--- config.mk ---
export PLATFORM = sky130hd
export DESIGN_NAME = axis_packet_arbiter_flat
export DESIGN_NICKNAME = d
export VERILOG_FILES = /design/src/rtl/axis_packet_arbiter_if.sv /design/src/rtl/axis_packet_arbiter.sv /design/src/flat_wrapper.sv
export SDC_FILE = /design/constraint.sdc
export NUM_CORES = 1
export LEC_CHECK = 0
export CAP_MARGIN = 30
export CORE_ASPECT_RATIO = 1.5
export CORE_UTILIZATION = 30
export CTS_BUF_LIST = sky130_fd_sc_hd__clkbuf_4 sky130_fd_sc_hd__clkbuf_8
export CTS_CLUSTER_SIZE = 28
export DETAILED_ROUTE_END_ITERATION = 8
export PLACE_DENSITY = 0.77
export SETUP_SLACK_MARGIN = 0.02
export SKIP_LAST_GASP = 1
export SYNTH_ARGS = -nofsm -noshare
export SYNTH_HDL_FRONTEND = slang
export SYNTH_SLANG_ARGS = --single-unit
--- constraint.sdc ---
create_clock -name clk -period 1.6 [get_ports clk]
set_input_delay 0.32 -clock clk [delete_from_list [all_inputs] [get_ports clk]]
set_output_delay 0.32 -clock clk [all_outputs]
set_load 0.01 [all_outputs]
--- src/rtl/axis_packet_arbiter_if.sv ---
// Bundle of every handshake/bus signal around axis_packet_arbiter.
//   master : the arbiter's view (consumes upstream beats, produces the merged stream)
//   slave  : the environment's view (sources, sink and enable control)
// Signals:
//   stream_en      per-stream enable for new grants
//   axis_i_*       NUM_STREAMS upstream AXI-Stream sources, stream i at index i
//   axis_o_*       merged downstream stream plus granted index (axis_o_tid)
//   busy           high while a packet is being passed through
interface axis_packet_arbiter_if #(
  parameter int AXIS_BYTES  = 1,
  parameter int NUM_STREAMS = 3,
  parameter int ID_BITS     = $clog2(NUM_STREAMS)
);
  localparam int DW = AXIS_BYTES * 8;

  logic [NUM_STREAMS-1:0]         stream_en;
  logic [NUM_STREAMS-1:0]         axis_i_tready;
  logic [NUM_STREAMS-1:0]         axis_i_tvalid;
  logic [NUM_STREAMS-1:0]         axis_i_tlast;
  logic [NUM_STREAMS-1:0][DW-1:0] axis_i_tdata;
  logic                           axis_o_tready;
  logic                           axis_o_tvalid;
  logic                           axis_o_tlast;
  logic [DW-1:0]                  axis_o_tdata;
  logic [ID_BITS-1:0]             axis_o_tid;
  logic                           busy;

  modport master (
    input  stream_en, axis_i_tvalid, axis_i_tlast, axis_i_tdata, axis_o_tready,
    output axis_i_tready, axis_o_tvalid, axis_o_tlast, axis_o_tdata, axis_o_tid, busy
  );

  modport slave (
    output stream_en, axis_i_tvalid, axis_i_tlast, axis_i_tdata, axis_o_tready,
    input  axis_i_tready, axis_o_tvalid, axis_o_tlast, axis_o_tdata, axis_o_tid, busy
  );
endinterface

--- src/rtl/axis_packet_arbiter.sv ---
// Packet-granular round-robin arbiter merging NUM_STREAMS AXI-Stream sources
// onto one byte-stream output (framer input).
// Ports:
//   clk      clock
//   sresetn  asynchronous active-low reset
//   bus      axis_packet_arbiter_if.master: stream_en, axis_i_* sources,
//            axis_o_* merged output with axis_o_tid, busy
// IDLE arbitrates among valid & enabled sources starting after the last
// winner; PASS connects the winner combinationally until its tlast beat is
// accepted. One IDLE cycle always separates packets.
module axis_packet_arbiter #(
  parameter int AXIS_BYTES  = 1,
  parameter int NUM_STREAMS = 3,
  parameter int ID_BITS     = $clog2(NUM_STREAMS)
) (
  input  logic                   clk,
  input  logic                   sresetn,
  axis_packet_arbiter_if.master  bus
);
  localparam int DW = AXIS_BYTES * 8;

  typedef enum logic {IDLE, PASS} state_t;

  state_t                          state_q, state_d;
  logic [ID_BITS-1:0]              grant_q, grant_d;
  logic [ID_BITS-1:0]              last_grant_q, last_grant_d;
  logic [ID_BITS-1:0]              rr_pick;
  logic                            pass;
  logic                            beat_last;
  logic [NUM_STREAMS-1:0]          sel, req;
  logic [NUM_STREAMS-1:0]          lane_tready, lane_tvalid, lane_tlast;
  logic [NUM_STREAMS-1:0][DW-1:0]  lane_tdata;
  logic [DW-1:0]                   tdata_or;

  assign pass = (state_q == PASS);

  // One-hot lane select; all zero in IDLE so nothing reaches the output.
  always_comb begin
    sel = '0;
    for (int i = 0; i < NUM_STREAMS; i++)
      sel[i] = pass && (grant_q == ID_BITS'(i));
  end

  for (genvar i = 0; i < NUM_STREAMS; i++) begin : g_lane
    axis_packet_arbiter_lane #(.DW(DW)) u_lane (
      .sel_i      (sel[i]),
      .en_i       (bus.stream_en[i]),
      .tvalid_i   (bus.axis_i_tvalid[i]),
      .tlast_i    (bus.axis_i_tlast[i]),
      .tdata_i    (bus.axis_i_tdata[i]),
      .o_tready_i (bus.axis_o_tready),
      .req_o      (req[i]),
      .tready_o   (lane_tready[i]),
      .tvalid_o   (lane_tvalid[i]),
      .tlast_o    (lane_tlast[i]),
      .tdata_o    (lane_tdata[i])
    );
  end

  // Lanes are zero unless selected, so an OR tree is the output mux.
  always_comb begin
    tdata_or = '0;
    for (int i = 0; i < NUM_STREAMS; i++)
      tdata_or = tdata_or | lane_tdata[i];
  end

  assign bus.axis_i_tready = lane_tready;
  assign bus.axis_o_tvalid = |lane_tvalid;
  assign bus.axis_o_tlast  = |lane_tlast;
  assign bus.axis_o_tdata  = tdata_or;
  assign bus.axis_o_tid    = grant_q;
  assign bus.busy          = pass;

  assign beat_last = bus.axis_o_tvalid & bus.axis_o_tready & bus.axis_o_tlast;

  // Round-robin: distance k=1..N after last_grant; descending scan so the
  // smallest distance with a request is written last and wins. Indices
  // >= NUM_STREAMS never match, so unused tid codes are never granted.
  always_comb begin
    rr_pick = '0;
    for (int k = NUM_STREAMS; k >= 1; k--) begin
      for (int j = 0; j < NUM_STREAMS; j++) begin
        if (req[j] && ((int'(last_grant_q) + k == j) ||
                       (int'(last_grant_q) + k == j + NUM_STREAMS)))
          rr_pick = ID_BITS'(j);
      end
    end
  end

  always_comb begin
    state_d      = state_q;
    grant_d      = grant_q;
    last_grant_d = last_grant_q;
    unique case (state_q)
      IDLE: begin
        if (|req) begin
          grant_d = rr_pick;
          state_d = PASS;
        end
      end
      PASS: begin
        // Grant is frozen here: enables and source gaps are ignored.
        if (beat_last) begin
          last_grant_d = grant_q;
          state_d      = IDLE;
        end
      end
    endcase
  end

  always_ff @(posedge clk or negedge sresetn) begin
    if (!sresetn) begin
      state_q      <= IDLE;
      grant_q      <= '0;
      last_grant_q <= ID_BITS'(NUM_STREAMS - 1);
    end else begin
      state_q      <= state_d;
      grant_q      <= grant_d;
      last_grant_q <= last_grant_d;
    end
  end
endmodule

// Per-stream slice: request qualification and select gating of the
// source's handshake and payload.
module axis_packet_arbiter_lane #(
  parameter int DW = 8
) (
  input  logic          sel_i,
  input  logic          en_i,
  input  logic          tvalid_i,
  input  logic          tlast_i,
  input  logic [DW-1:0] tdata_i,
  input  logic          o_tready_i,
  output logic          req_o,
  output logic          tready_o,
  output logic          tvalid_o,
  output logic          tlast_o,
  output logic [DW-1:0] tdata_o
);
  assign req_o    = tvalid_i & en_i;
  assign tready_o = sel_i & o_tready_i;
  assign tvalid_o = sel_i & tvalid_i;
  assign tlast_o  = sel_i & tlast_i;
  assign tdata_o  = sel_i ? tdata_i : '0;
endmodule

--- src/flat_wrapper.sv ---
// flat-port wrapper written by rule: the top's interface ports become plain ports
module axis_packet_arbiter_flat 
#(
  parameter int AXIS_BYTES  = 1,
  parameter int NUM_STREAMS = 3,
  parameter int ID_BITS     = $clog2(NUM_STREAMS)
)
  (clk, sresetn, bus_stream_en, bus_axis_i_tvalid, bus_axis_i_tlast, bus_axis_i_tdata, bus_axis_o_tready, bus_axis_i_tready, bus_axis_o_tvalid, bus_axis_o_tlast, bus_axis_o_tdata, bus_axis_o_tid, bus_busy);
  axis_packet_arbiter_if #(.AXIS_BYTES(AXIS_BYTES), .NUM_STREAMS(NUM_STREAMS), .ID_BITS(ID_BITS)) bus_i ();
  input  logic clk;
  input  logic sresetn;
  input wire logic [$bits(bus_i.stream_en)-1:0] bus_stream_en;
  input wire logic [$bits(bus_i.axis_i_tvalid)-1:0] bus_axis_i_tvalid;
  input wire logic [$bits(bus_i.axis_i_tlast)-1:0] bus_axis_i_tlast;
  input wire logic [$bits(bus_i.axis_i_tdata)-1:0] bus_axis_i_tdata;
  input wire logic [$bits(bus_i.axis_o_tready)-1:0] bus_axis_o_tready;
  output wire logic [$bits(bus_i.axis_i_tready)-1:0] bus_axis_i_tready;
  output wire logic [$bits(bus_i.axis_o_tvalid)-1:0] bus_axis_o_tvalid;
  output wire logic [$bits(bus_i.axis_o_tlast)-1:0] bus_axis_o_tlast;
  output wire logic [$bits(bus_i.axis_o_tdata)-1:0] bus_axis_o_tdata;
  output wire logic [$bits(bus_i.axis_o_tid)-1:0] bus_axis_o_tid;
  output wire logic [$bits(bus_i.busy)-1:0] bus_busy;
  assign bus_i.stream_en = bus_stream_en;
  assign bus_i.axis_i_tvalid = bus_axis_i_tvalid;
  assign bus_i.axis_i_tlast = bus_axis_i_tlast;
  assign bus_i.axis_i_tdata = bus_axis_i_tdata;
  assign bus_i.axis_o_tready = bus_axis_o_tready;
  assign bus_axis_i_tready = bus_i.axis_i_tready;
  assign bus_axis_o_tvalid = bus_i.axis_o_tvalid;
  assign bus_axis_o_tlast = bus_i.axis_o_tlast;
  assign bus_axis_o_tdata = bus_i.axis_o_tdata;
  assign bus_axis_o_tid = bus_i.axis_o_tid;
  assign bus_busy = bus_i.busy;
  axis_packet_arbiter #(.AXIS_BYTES(AXIS_BYTES), .NUM_STREAMS(NUM_STREAMS), .ID_BITS(ID_BITS)) u_core (.clk(clk), .sresetn(sresetn), .bus(bus_i));
endmodule
==> qor.csv, run 1 <==
metric;value;unit
run_status;finished with violations;
violations;negative setup slack;
ys_ff_latch;5;
cts_tree;yes;
drt_pass1_iterations;4;
drtIter0Drc;9;
r2r_start;u_core.bus.axis_o_tid[1]$_DFFE_PN0P_;
rsz0062_at_grt;true;
core-area;2030;um2
clock-root-buffer;clkbuf_4;
cp.arrival;1.39;ns
cap_viol_max_count;0;
cts_buffers;3;
grt_pass1_vias;924;
syn-num-nets;123;
htreeDepth;1;
setup.worst_path.start;u_core.bus.axis_o_tid[1]$_DFFE_PN0P_;
worstSetupPathType;flip-flop to output pin;
nets;190;
synth_area;639;um2
cts_max_path_buffers;2;
fin_skew;0.00182;ns
hpwlAfterDp;1.76;mm
r2r_slack;0.02;ns
chipWidth;39.7;um
ant_nets;0;
end_kind;output pin;
ys_types;28;
holdBufCountCts;0;
cts_sinks;5;
start_kind;flip-flop;
syn_avg_cell_area;7.52;um2
maxSlewViolCount;0;
worstMarginPinSlew;0.268;ns
final_area;1360;um2
powerDensity;1470;nW/um2
hold_violations;0;
yosys_warnings;0;
wl_per_cell;13.7;um
grt_pass1_wl;3.80;mm
drc_errors;0;
track_usage;23.6;%
clk_latency;0.24;ns
finalCritPeriodShare;107;%
setup_violations;11;
die_h;58.5;um
io_buffers;51;
diodes;0;
totalWireLength;2.37;mm
max_clock_freq;0.586;GHz
drive_above_1_share;38.4;%
viasPerCell;5.02;
max_slew_margin;82.0;%
area_growth;113;%
worstPathMaxFanout;8;
postLayoutCoreUtil;67.1;%
std_cell_rows;20;
min_path_type;primary input to asynchronous set/reset pin;
ys_seq_area_share;19.8;%
initial_core_util;31.5;%
ioPinCount;52;
critPathRequiredTime;1.28;ns
grt_max_degree;11;
post_dp_cell_area;1230;um2
num_vias;868;
post-route-min-period;1.71;ns
die_area;2320;um2
syn-instance-count;85;
antenna_found_initial;0;
overflow;0;
clk_pin_slew;0.04;ns
ir_drop;0.683;mV
gp_congestion;0.823;
total_leakage_power;0.613;nW
setup_ws;-0.108;ns
[layout by cell type (no fill, tap or decap), types with 3 or more instances in the layout]
cell | Yosys | routed
clkbuf_4 | 0 | 4
o21ai_0 | 3 | 3
buf_12 | 0 | 3
buf_4 | 4 | 15
inv_1 | 3 | 3
buf_6 | 2 | 4
nor2_1 | 20 | 20
a21oi_1 | 11 | 8
buf_2 | 1 | 12
mux2i_1 | 10 | 8
clkdlybuf4s50_1 | 0 | 34
a21oi_2 | 0 | 3
[area by class of cell]
class                           instances  area [um2]
Tap cell                               22        27.5
Multi-Input combinational cell         67         504
Timing Repair Buffer                   72         658
Fill cell                             162         667
Inverter                                3        11.3
Sequential cell                         5         129
Clock buffer                            4        30.0
[per-layer routing]
layer	global-route usage (%)	share of wire, %	vias to the layer above
met2	44.0	59	41
met3	7.17	6.6	6
met1	23.0	33	396
met4	7.39	1.8	0
li1	-	-	425
met5	0	0	-
[per-stage QoR]
stage | TNS [ns] | hold WS, ns | power [mW] | worst slack [ns] | cells
3_3_place_gp | -4.71 | 0.509 | 1.68 | -0.448 | 161
6_report | -0.922 | 0.300 | 2.00 | -0.108 | 173
3_5_place_dp | -5.00 | 0.536 | 1.71 | -0.472 | 161
2_1_floorplan | 0 | 0.0244 | 1.00 | 0.0278 | 85
4_1_cts | -1.19 | 0.298 | 1.97 | -0.124 | 173
5_1_grt | -1.74 | 0.307 | 2.15 | -0.184 | 173
[kinds of logic after synthesis]
| group | after synthesis | synth area share (%) |
|---|---|---|
| buffers and inverters | 13 | 12.7 |
| AO/OA/AOI/OAI | 22 | 21.3 |
| multiplexers | 12 | 19.2 |
| AND/OR/NAND/NOR | 31 | 23.1 |
| flip-flops | 5 | 19.8 |
| adder cells (fa/ha/maj) | 2 | 3.91 |
[registers in the layout (all words and copies together), names as in the netlist]
signal                 flops
u_core.last_grant_q        2
u_core.bus.axis_o_tid      2
u_core.bus.busy            1
[critical path: stages, from the launching register on]
cell     delay [ns]
dfrtp_2        0.43
buf_12         0.16
nor2b_4        0.14
buf_4          0.13
a21oi_1        0.06
nor2_1         0.09
buf_2          0.13
[power breakdown]
group / switching, mW / internal, mW
logic: 0.744 / 0.850
registers: 0.0595 / 0.189
clock network: 0.0486 / 0.111
total: 0.853 / 1.15
[worst paths after layout]
| kind | endpoint | depth (start not counted) |
|---|---|---|
| max reg2reg | u_core.last_grant_q[0]$_DFFE_PN0P_ | 6 |
| min | u_core.bus.axis_o_tid[1]$_DFFE_PN0P_ | 1 |
| max in group asynchronous | u_core.last_grant_q[1]$_DFFE_PN1P_ | 1 |
| min in group clk | u_core.last_grant_q[0]$_DFFE_PN0P_ | 1 |
| max | bus_axis_o_tdata[5] | 6 |
| min reg2reg | u_core.last_grant_q[0]$_DFFE_PN0P_ | 1 |
[synthesized netlist by cell type]
library cell | count | share of area [%]
a21boi_1 | 1 | 1.2
a21oi_1 | 11 | 8.6
a222oi_1 | 1 | 1.6
a31oi_1 | 2 | 2.0
and3_1 | 1 | 0.98
and4_1 | 1 | 1.4
buf_2 | 1 | 0.78
buf_4 | 4 | 4.7
buf_6 | 2 | 3.5
clkbuf_1 | 2 | 1.2
clkbuf_2 | 1 | 0.78
dfrtp_1 | 4 | 16
dfstp_2 | 1 | 4.1
ha_1 | 2 | 3.9
inv_1 | 3 | 1.8
mux2_1 | 2 | 3.5
mux2i_1 | 10 | 16
nand2_1 | 3 | 1.8
nand4b_1 | 1 | 1.4
nor2_1 | 20 | 12
nor2b_1 | 1 | 0.98
nor2b_4 | 1 | 2.2
nor3_1 | 2 | 1.6
nor3b_1 | 1 | 1.2
o21ai_0 | 3 | 2.3
o21ai_2 | 1 | 1.4
o31ai_1 | 2 | 2.3
o31ai_2 | 1 | 2.0
[repair_timing]
action                                  in CTS  in global routing
resized for setup                           70                 11
pin swaps                                    6                  8
setup buffers                                7                  2
endpoints found under the setup margin      17                 16
cloned                                       1                  0
Note: power is estimated with default switching activity, not from simulation.
==> run 2: changes to the inputs <==
- ABC_AREA: not set -> 1
- CORE_ASPECT_RATIO: 1.5 -> not set
- REMOVE_ABC_BUFFERS: not set -> 1
==> run 2 against run 1 <==
Net effect: the flow still finishes with violations (negative setup slack); synthesized cell count increased by 18%; via count increased by 16%; critical path depth increased by 1; combinational power increased by 32%; clock power increased by 3%; total power increased by 28%; critical endpoint is now bus_axis_o_tdata[1].
==> qor.csv, run 2 <==
metric;value;unit;change
drt_pass1_iterations;4;;unchanged
use_met2;39.7;%;was 44.0%
viasPerCell;4.89;;was 5.02
start_kind;flip-flop;;unchanged
clk_pin_slew;0.05;ns;was 0.04 ns
crit_path_end;bus_axis_o_tdata[1];;was bus_axis_o_tdata[5]
use_met1;24.4;%;was 23.0%
grt_use_met3;6.04;%;was 7.17%
cts_sinks;5;;unchanged
yosysMostFrequentCell;nand2_1;;was nor2_1
r2r_end;u_core.last_grant_q[0]$_DFFE_PN0P_;;unchanged
drtIter0Drc;9;;unchanged
cts_tree;yes;;unchanged
hold_violations;0;;unchanged
final_common_cell;clkdlybuf4s50_1;;unchanged
cap_viol_max_count;0;;unchanged
ir_drop;0.954;mV;was 0.683 mV
total_leakage_power;0.699;nW;was 0.613 nW
yosys_warnings;0;;unchanged
r2r_slack;0.15;ns;was 0.02 ns
syn_avg_cell_area;6.37;um2;was 7.52 um2
min_path_type;primary input to asynchronous set/reset pin;;unchanged
violations;negative setup slack;;unchanged
setup_violations;10;;was 11
core-area;1980;um2;was 2030 um2
drive_above_1_share;38.5;%;was 38.4%
critPathMostFrequentCell;buf_6;;
critPathRequiredTime;1.28;ns;about the same
io_buffers;51;;unchanged
worstSetupPathType;flip-flop to output pin;;unchanged
setup_tns;-0.986;ns;was -0.922 ns
hpwlAfterDp;1.82;mm;was 1.76 mm
max_clock_freq;0.576;GHz;was 0.586 GHz
ys_seq_area_share;19.8;%;about the same
worstPathMaxFanout;6;;was 8
area_growth;122;%;was 113%
diodes;0;;unchanged
grt_max_degree;10;;was 11
totalWireLength;2.49;mm;was 2.37 mm
end_kind;output pin;;unchanged
gp_congestion;0.893;;was 0.823
grt_pass1_vias;943;;was 924
die_h;48.1;um;was 58.5 um
cts_max_path_buffers;2;;unchanged
clock-root-buffer;clkbuf_4;;unchanged
ant_nets;0;;unchanged
die_area;2310;um2;was 2320 um2
async_flop_share;100;%;unchanged
syn-instance-count;100;;was 85
setup.worst_path.start;u_core.bus.axis_o_tid[1]$_DFFE_PN0P_;;unchanged
top_usage_layer;met2;;unchanged
htreeDepth;1;;unchanged
nets;218;;was 190
grt_pass1_wl;3.63;mm;was 3.80 mm
max_slew_margin;84.4;%;was 82.0%
fin_skew;0.0110;ns;was 0.00182 ns
finalCritPeriodShare;108;%;was 107%
chipWidth;48.1;um;was 39.7 um
holdBufCountCts;0;;unchanged
r2r_start;u_core.bus.axis_o_tid[1]$_DFFE_PN0P_;;unchanged
setup_ws;-0.135;ns;was -0.108 ns
rsz0062_at_grt;true;;unchanged
run_status;finished with violations;;unchanged
synth_area;637;um2;was 639 um2
synth_edf_count;0;;unchanged
ys_types;16;;was 28
ioPinCount;52;;unchanged
cp.arrival;1.42;ns;was 1.39 ns
std_cell_rows;16;;was 20
post-route-min-period;1.74;ns;was 1.71 ns
synth_top_area_share;18.1;%;was 15.7%
wl_per_cell;12.1;um;was 13.7 um
drc_errors;0;;unchanged
num_vias;1008;;was 868
cp_slowest_stage_delay;0.45;ns;was 0.43 ns
yosys-top-cells-area;nand3_1, dfrtp_1, nand2_1, nand3_2, nand4_1;;was dfrtp_1, mux2i_1, nor2_1, a21oi_1, buf_4
ys_ff_latch;5;;unchanged
yosys.area.top_type;nand3_1;;was dfrtp_1
power;2.57;mW;was 2.00 mW
worstMarginPinSlew;0.233;ns;was 0.268 ns
cp_slowest_cell;dfrtp_2;;unchanged
antenna_found_initial;0;;unchanged
clk_latency;0.24;ns;about the same
crit_chain;buf_6, nor2_4, buf_6, buf_6, nand3_2, nand3_1, buf_2;;was buf_12, nor2b_4, buf_4, a21oi_1, nor2_1, buf_2
ff2ff_path_depth;9;;was 6
synth_flop_cell;dfrtp_1;;unchanged
powerDensity;1820;nW/um2;was 1470 nW/um2
maxSlewViolCount;0;;unchanged
synthTopCellsByCount;nand2_1, nand3_1, inv_1;;was nor2_1, a21oi_1, mux2i_1
mostFrequentLayoutCells;clkdlybuf4s50_1, nand2_1, buf_4;;was clkdlybuf4s50_1, nor2_1, buf_4
cts_buffers;3;;unchanged
track_usage;21.9;%;was 23.6%
initial_core_util;32.1;%;was 31.5%
overflow;0;;unchanged
## run 2: report_power, final
part           internal [mW]  switching (mW)  leakage, nW  total, mW
Combinational           1.13           0.969        0.626       2.10
Clock                  0.111          0.0538       0.0184      0.165
Sequential             0.200           0.101       0.0549      0.302
## run 2: critical path: cells and delay by family (launching register included)
kind,cells,cell delay [ns]
AND/OR/NAND/NOR,3,0.21
flip-flops,1,0.45
buffers and inverters,4,0.50
## run 2: how the worst min path moves through the flow
stage	start	end	slack [ns]	cells past startpoint
after floorplan	sresetn	u_core.bus.axis_o_tid[0]$_DFFE_PN0P_	0.02	0
after global placement	u_core.last_grant_q[1]$_DFFE_PN1P_	u_core.last_grant_q[1]$_DFFE_PN1P_	0.47	2
after detailed placement	u_core.last_grant_q[1]$_DFFE_PN1P_	u_core.last_grant_q[1]$_DFFE_PN1P_	0.48	2
after CTS	sresetn	u_core.bus.axis_o_tid[1]$_DFFE_PN0P_	0.30	1
after global routing	sresetn	u_core.bus.axis_o_tid[1]$_DFFE_PN0P_	0.29	1
final	sresetn	u_core.bus.axis_o_tid[1]$_DFFE_PN0P_	0.30	1
## run 2: repair_timing
| action | 4_1_cts | 5_1_grt |
|---|---|---|
| buffers inserted | 8 | 8 |
| cloned | 1 | 0 |
| pin swaps | 4 | 4 |
| setup endpoints to repair | 16 | 12 |
| resized for setup | 60 | 18 |
## run 2: cells by family (layout without fill, tap and decap cells)
logic type	after synthesis	in the layout	share of synthesized area [%]
flops	5	5	19.8
simple gates	69	70	55.8
fa+ha+maj	2	2	3.93
buf+inv	19	97	16.5
compound gates	5	5	3.93
## run 2: per-stage QoR
step	hold WS, ns	utilization (%)	area [um2]	cells	setup slack [ns]
floorplan	0.0244	-	577	93	0.0934
global placement	0.472	62.5	1240	185	-0.437
detailed placement	0.477	62.5	1240	185	-0.410
CTS	0.296	67.3	1330	198	-0.135
global route	0.292	71.2	1410	206	-0.191
finish	0.298	71.2	1410	206	-0.135
## run 2: layer usage
metal / vias up / share of wire (%)
li1: 494 / -
met1: 447 / 37
met2: 59 / 51
met3: 8 / 8.4
met4: 0 / 3.0
met5: - / 0
## run 2: area by class of cell
cell class / count / area [um2]
Fill cell: 162 / 571
Tap cell: 27 / 33.8
Inverter: 12 / 45.0
Sequential cell: 5 / 130
Timing Repair Buffer: 81 / 718
Clock buffer: 4 / 30.0
Multi-Input combinational cell: 77 / 454
